[src/rtl/cv32e40p_pkg.sv]
// Shared types and defaults for the fault-tolerant (TMR) multiplier health control.
package cv32e40p_pkg;

  typedef enum logic [1:0] {
    FT_TMR  = 2'b00,
    FT_DMR  = 2'b01,
    FT_FAIL = 2'b10
  } mult_ft_mode_e;

  localparam int unsigned FT_CNT_W_DEFAULT     = 8;
  localparam int unsigned FT_SCORE_INC_DEFAULT = 1;
  localparam int unsigned FT_SCORE_DEC_DEFAULT = 2;
  localparam int unsigned FT_THRESH_DEFAULT    = 100;

endpackage

[src/rtl/cv32e40p_ft_leaky_counter.sv]
// Leaky-bucket error score for one multiplier replica: climbs on disagreement, drains on clean votes.
module cv32e40p_ft_leaky_counter #(
  parameter int unsigned CNT_W  = 8,
  parameter int unsigned INC    = 1,
  parameter int unsigned DEC    = 2,
  parameter int unsigned THRESH = 100
) (
  input  logic             clk,
  input  logic             rst_n,
  input  logic             upd_i,
  input  logic             err_i,
  input  logic             clr_i,
  input  logic             frz_i,
  output logic [CNT_W-1:0] score_o,
  output logic             over_o
);

  localparam logic [CNT_W:0] SCORE_MAX = {1'b0, {CNT_W{1'b1}}};

  logic [CNT_W-1:0] score_q;
  logic [CNT_W:0]   score_sum;
  logic [CNT_W-1:0] score_inc;
  logic [CNT_W-1:0] score_dec;

  // Extra sum bit detects overflow so the score saturates instead of wrapping.
  always_comb begin
    score_sum = {1'b0, score_q} + (CNT_W+1)'(INC);
    score_inc = (score_sum > SCORE_MAX) ? SCORE_MAX[CNT_W-1:0] : score_sum[CNT_W-1:0];
    score_dec = (score_q < CNT_W'(DEC)) ? '0 : score_q - CNT_W'(DEC);
  end

  always_ff @(posedge clk) begin
    if (!rst_n) begin
      score_q <= '0;
    end else if (clr_i) begin
      score_q <= '0;
    end else if (upd_i && !frz_i) begin
      score_q <= err_i ? score_inc : score_dec;
    end
  end

  assign score_o = score_q;
  assign over_o  = (score_q > CNT_W'(THRESH));

endmodule

[src/rtl/cv32e40p_mult_ft_health_ctrl.sv]
// Health controller for the triplicated multiplier: scores replicas, retires the worst,
// and degrades the datapath mode TMR -> DMR -> FAIL.
module cv32e40p_mult_ft_health_ctrl
  import cv32e40p_pkg::*;
#(
  parameter int unsigned CNT_W  = FT_CNT_W_DEFAULT,
  parameter int unsigned INC    = FT_SCORE_INC_DEFAULT,
  parameter int unsigned DEC    = FT_SCORE_DEC_DEFAULT,
  parameter int unsigned THRESH = FT_THRESH_DEFAULT
) (
  input  logic          clk,
  input  logic          rst_n,
  input  logic          vote_valid_i,
  input  logic [2:0]    err_replica_i,
  input  logic          dmr_mismatch_i,
  input  logic          clr_score_i,
  output logic [2:0]    replica_en_o,
  output logic [2:0]    retired_o,
  output logic [2:0]    perf_fault_o,
  output mult_ft_mode_e mode_o,
  output logic          uncorrectable_o
);

  mult_ft_mode_e mode_q, mode_d;
  logic [2:0]    retired_q, retired_d;
  logic [2:0]    perf_q, perf_d;
  logic [2:0]    en_q;
  logic [2:0]    over;
  logic [2:0]    cand;
  logic [2:0]    retire_sel;
  logic          unc;

  for (genvar i = 0; i < 3; i++) begin : g_score
    logic [CNT_W-1:0] score;
    cv32e40p_ft_leaky_counter #(
      .CNT_W (CNT_W),
      .INC   (INC),
      .DEC   (DEC),
      .THRESH(THRESH)
    ) u_cnt (
      .clk    (clk),
      .rst_n  (rst_n),
      .upd_i  (vote_valid_i & ~retired_q[i]),
      .err_i  (err_replica_i[i]),
      .clr_i  (clr_score_i),
      .frz_i  (mode_q != FT_TMR),
      .score_o(score),
      .over_o (over[i])
    );
  end

  // Only the lowest-index over-threshold replica is retired; the rest stay in service.
  assign cand       = over & ~retired_q;
  assign retire_sel = cand & (~cand + 3'd1);

  always_comb begin
    mode_d    = mode_q;
    retired_d = retired_q;
    perf_d    = '0;
    unc       = 1'b0;
    case (mode_q)
      FT_TMR: begin
        unc = vote_valid_i & (&err_replica_i);
        if (|cand) begin
          retired_d = retired_q | retire_sel;
          perf_d    = retire_sel;
          mode_d    = FT_DMR;
        end
      end
      FT_DMR: begin
        unc = vote_valid_i & dmr_mismatch_i;
        if (unc) mode_d = FT_FAIL;
      end
      FT_FAIL: begin
        unc = vote_valid_i;
      end
      default: begin
        unc    = vote_valid_i;
        mode_d = FT_FAIL;
      end
    endcase
  end

  always_ff @(posedge clk) begin
    if (!rst_n) begin
      mode_q    <= FT_TMR;
      retired_q <= '0;
      perf_q    <= '0;
      en_q      <= 3'b111;
    end else begin
      mode_q    <= mode_d;
      retired_q <= retired_d;
      perf_q    <= perf_d;
      en_q      <= ~retired_d;
    end
  end

  assign replica_en_o    = en_q;
  assign retired_o       = retired_q;
  assign perf_fault_o    = perf_q;
  assign mode_o          = mode_q;
  assign uncorrectable_o = unc;

endmodule

[config.mk]
export PLATFORM = sky130hd
export DESIGN_NAME = cv32e40p_mult_ft_health_ctrl
export DESIGN_NICKNAME = d
export VERILOG_FILES = /design/src/rtl/cv32e40p_pkg.sv /design/src/rtl/cv32e40p_ft_leaky_counter.sv /design/src/rtl/cv32e40p_mult_ft_health_ctrl.sv
export SDC_FILE = /design/constraint.sdc
export NUM_CORES = 1
export LEC_CHECK = 0
export ABC_AREA = 1
export CORE_ASPECT_RATIO = 0.5
export CORE_UTILIZATION = 43
export CTS_CLUSTER_SIZE = 20
export DETAILED_ROUTE_END_ITERATION = 8
export SYNTH_ARGS = -nofsm -noshare
export SYNTH_HDL_FRONTEND = slang
export SYNTH_HIERARCHICAL = 1
export SYNTH_SLANG_ARGS = --single-unit
[constraint.sdc]
create_clock -name clk -period 1.9 [get_ports clk]
set_input_delay 0.285 -clock clk [delete_from_list [all_inputs] [get_ports clk]]
set_output_delay 0.285 -clock clk [all_outputs]
set_load 0.01 [all_outputs]
==> flow_summary.toml <==
[run_status]
outcome = "completed"

[finish]
multi_input_comb_area_um2 = 1770
flow.area_growth_from_synthesis_pct = 20.3
nFillCells = 648
instances_no_fill = 569
nNetsFinal = 503
diode_count = 0
drive_gt1_share_pct = 16.6
ff_latch_area_um2 = 706

[worst_setup_path]
critical_path_type = "in2reg"
ff2ff_path_depth = 10
critical_path.endpoint_type = "register"
critical_path_required_ns = 2.06
crit_fanout = 12
crit_arrival_ns = 1.92
setup.worst_path.start_class = "input port"

[detailed_routing]
detail_route.drc_violations = 0
drt_iter0_drc = 185
avgRoutedWirePerCell_um = 12.0
route.final.wire_length_um = 6820
drtPass1Iterations = 5
detailroute.via_count = 2879
route.detailed.vias_per_inst = 5.06
ant_nets = 0

[clock_network]
cts_sinks = 35
ctsRootBufferMaster = "sky130_fd_sc_hd__clkbuf_16"
cts_buffer_depth = 2
cts_tree = "yes"
clock_latency_ns = 0.28
cts_made_buffers = 5
h_tree_level_count = 2
worst_setup_hold_path_clk_slew_ns = 0.06

[die]
initial_utilization_pct = 45.2
fp.dieW_um = 116
design.portCount = 20
placeableCoreArea_um2 = 6160
die_h_um = 58.9
die_area_um2 = 6810
core.rowCount = 20

[timing]
timing_worst_slew_pin_value_ns = 0.398
slew_headroom_pct = 73.4
setup_slack_ns = 0.141
timing_max_transition_violations_final = 0
hold_violation_count_in_the_final_report = 0
finClkSkew_ns = 0.00513
achievable-frequency_mhz = 569
grt_setup_unrepaired = "false"
layout_worst_path_cycle_share_pct = 92.6
final.min_clock_period_ns = 1.76
setup_viol_count_final = 0

[synthesis]
synth.yosys.warnings = 6
post_synth.cell_area_avg_um2 = 6.31
synthDistinctLibCells = 25
async_flop_share_pct = 0
ys_top_cells_by_count = "sky130_fd_sc_hd__nand2_1 (104), sky130_fd_sc_hd__inv_1 (72), sky130_fd_sc_hd__nand3_1 (39), sky130_fd_sc_hd__o21ai_0 (36)"
synth-edff-count = 0
synthesis.area_um2 = 2780
synthCells = 441
ys_seq_area_share_pct = 25.2
synth_area_leader_cell = "sky130_fd_sc_hd__dfxtp_1"
ys_ff_latch = 35
synth_fp_nets = 464
synth.top_cells.by_area = "sky130_fd_sc_hd__dfxtp_1 (25%), sky130_fd_sc_hd__nand2_1 (14%), sky130_fd_sc_hd__inv_1 (9.7%), sky130_fd_sc_hd__nand3_1 (7.0%), sky130_fd_sc_hd__ha_1 (6.7%)"
synth-main-ff-cell = "sky130_fd_sc_hd__dfxtp_1"
yosys.area.top_type_share_pct = 25.2
yosysMostFrequentCell = "sky130_fd_sc_hd__nand2_1"

[place]
port-buffer-count = 19
hpwl_um = 5480
gpl_wtd_cong = 0.876
placedCellCount = 561
pre_cts_slack_ns = -0.123

[pwr]
p_leak_uw = 0.00164
p_per_area_nw_per_um2 = 647
ir_drop_uv = 331

[global_routing]
grt_overflow = 0
grt_max_degree = 13
first_global_vias = 2585
grt_antenna_before_repair = 0
grtUsageTotal_pct = 21.4
wire_length_of_the_first_global_routing_pass_um = 11400

[hold_path]
holdPathStages = 2
min_path_type = "reg2reg"

[job]
max-cap-violations = 0
## final timing paths
check                                    from                           to  slack [ns]
hold reg to reg                      register                     register        0.53
setup / recovery                 vote_valid_i  g_score[2].u_cnt/score_o[5]        0.14
hold / removal                       register                     register        0.53
setup reg to reg  g_score[0].u_cnt/score_o[0]  g_score[0].u_cnt/score_o[2]        0.21
## final cells by class
class	instances	area share, %
multi-input cells	324	52.9
flip-flops and latches	35	21.1
repair buffers	35	9.20
inverters	79	8.86
clock buffers	8	4.67
well taps	88	3.29
## stage by stage
stage / util (%) / area [um2] / total power, uW / hold slack (ns) / TNS [ns]
after global routing: 54.3 / 3350 / 2290 / 0.568 / 0
final: 54.3 / 3350 / 2160 / 0.531 / 0
after detailed placement: 51.8 / 3190 / 1310 / 0.518 / -0.960
after global placement: 51.8 / 3190 / 1300 / 0.510 / -0.417
after CTS: 54.3 / 3340 / 2170 / 0.524 / 0
after floorplan: - / 2780 / 1160 / 0.419 / 0
## registers in the layout, summed over array words and instances (netlist names), named ones only
signal,flops
g_score.u_cnt/score_o,24
perf_fault_o,3
replica_en_o,3
mode_o,2
retired_o,1
## layout by cell type (no fill, tap or decap)
master / count
sky130_fd_sc_hd__clkbuf_8: 2
sky130_fd_sc_hd__o211ai_1: 3
sky130_fd_sc_hd__o21ai_0: 36
sky130_fd_sc_hd__nand3_2: 4
sky130_fd_sc_hd__clkbuf_16: 5
sky130_fd_sc_hd__nor3_1: 7
sky130_fd_sc_hd__dfxtp_1: 31
sky130_fd_sc_hd__inv_2: 7
sky130_fd_sc_hd__nand2_2: 7
sky130_fd_sc_hd__nor4_1: 3
sky130_fd_sc_hd__a31oi_1: 6
sky130_fd_sc_hd__a21oi_1: 10
sky130_fd_sc_hd__dfxtp_2: 4
sky130_fd_sc_hd__clkbuf_1: 1
sky130_fd_sc_hd__nor2_1: 35
sky130_fd_sc_hd__or2_2: 6
sky130_fd_sc_hd__nand4_1: 9
sky130_fd_sc_hd__nand2_4: 6
sky130_fd_sc_hd__o21ai_1: 5
sky130_fd_sc_hd__a21oi_2: 9
sky130_fd_sc_hd__clkdlybuf4s50_1: 17
sky130_fd_sc_hd__nor2_4: 7
sky130_fd_sc_hd__nand3_1: 39
sky130_fd_sc_hd__nor2_2: 7
sky130_fd_sc_hd__buf_4: 16
sky130_fd_sc_hd__xor2_1: 3
sky130_fd_sc_hd__dlygate4sd2_1: 2
sky130_fd_sc_hd__nand3b_1: 3
sky130_fd_sc_hd__nand2_1: 104
sky130_fd_sc_hd__inv_1: 72
sky130_fd_sc_hd__ha_1: 15
## critical path, stage by stage
cell and delay, ns:
sky130_fd_sc_hd__clkdlybuf4s50_1 0.50, sky130_fd_sc_hd__inv_1 0.09, sky130_fd_sc_hd__nor2_1 0.09, sky130_fd_sc_hd__inv_1 0.04
sky130_fd_sc_hd__or2_2 0.29, sky130_fd_sc_hd__inv_1 0.24, sky130_fd_sc_hd__nand2_1 0.17, sky130_fd_sc_hd__o211ai_1 0.12
sky130_fd_sc_hd__a21oi_1 0.09
## power by group
part | total [uW] | internal [uW] | switching (uW) | leakage, uW
clock network | 859 | 558 | 301 | 0.0000772
registers | 820 | 770 | 49.9 | 0.000286
logic | 486 | 189 | 297 | 0.00128
## cell families (layout without fill, tap and decap cells)
logic type                 after synthesis  in the layout  synth area share [%]
adders and majority gates               15             15                  6.75
buffers and inverters                   82            122                  11.2
AOI/OAI and AO/OA                       69             69                  14.2
DFF                                     35             35                  25.2
and+or+nand+nor                        237            237                  41.7
xor gates and xnor gates                 3              3                 0.945
## repair_timing
item / in CTS / in global routing
hold buffers: 0 / 0
setup endpoints to repair: 1 / 10
gates cloned: 0 / 0
pin swaps: 0 / 0
gates resized for setup: 2 / 4
setup buffers: 0 / 0
## metal layers
metal	wire, um	vias to the layer above	track usage [%]
met5	0	-	0
met3	266	5	4.02
li1	-	1494	-
met2	3140	66	37.5
met4	46	0	4.40
met1	3370	1314	27.8
(Power assumes the default switching activity.)
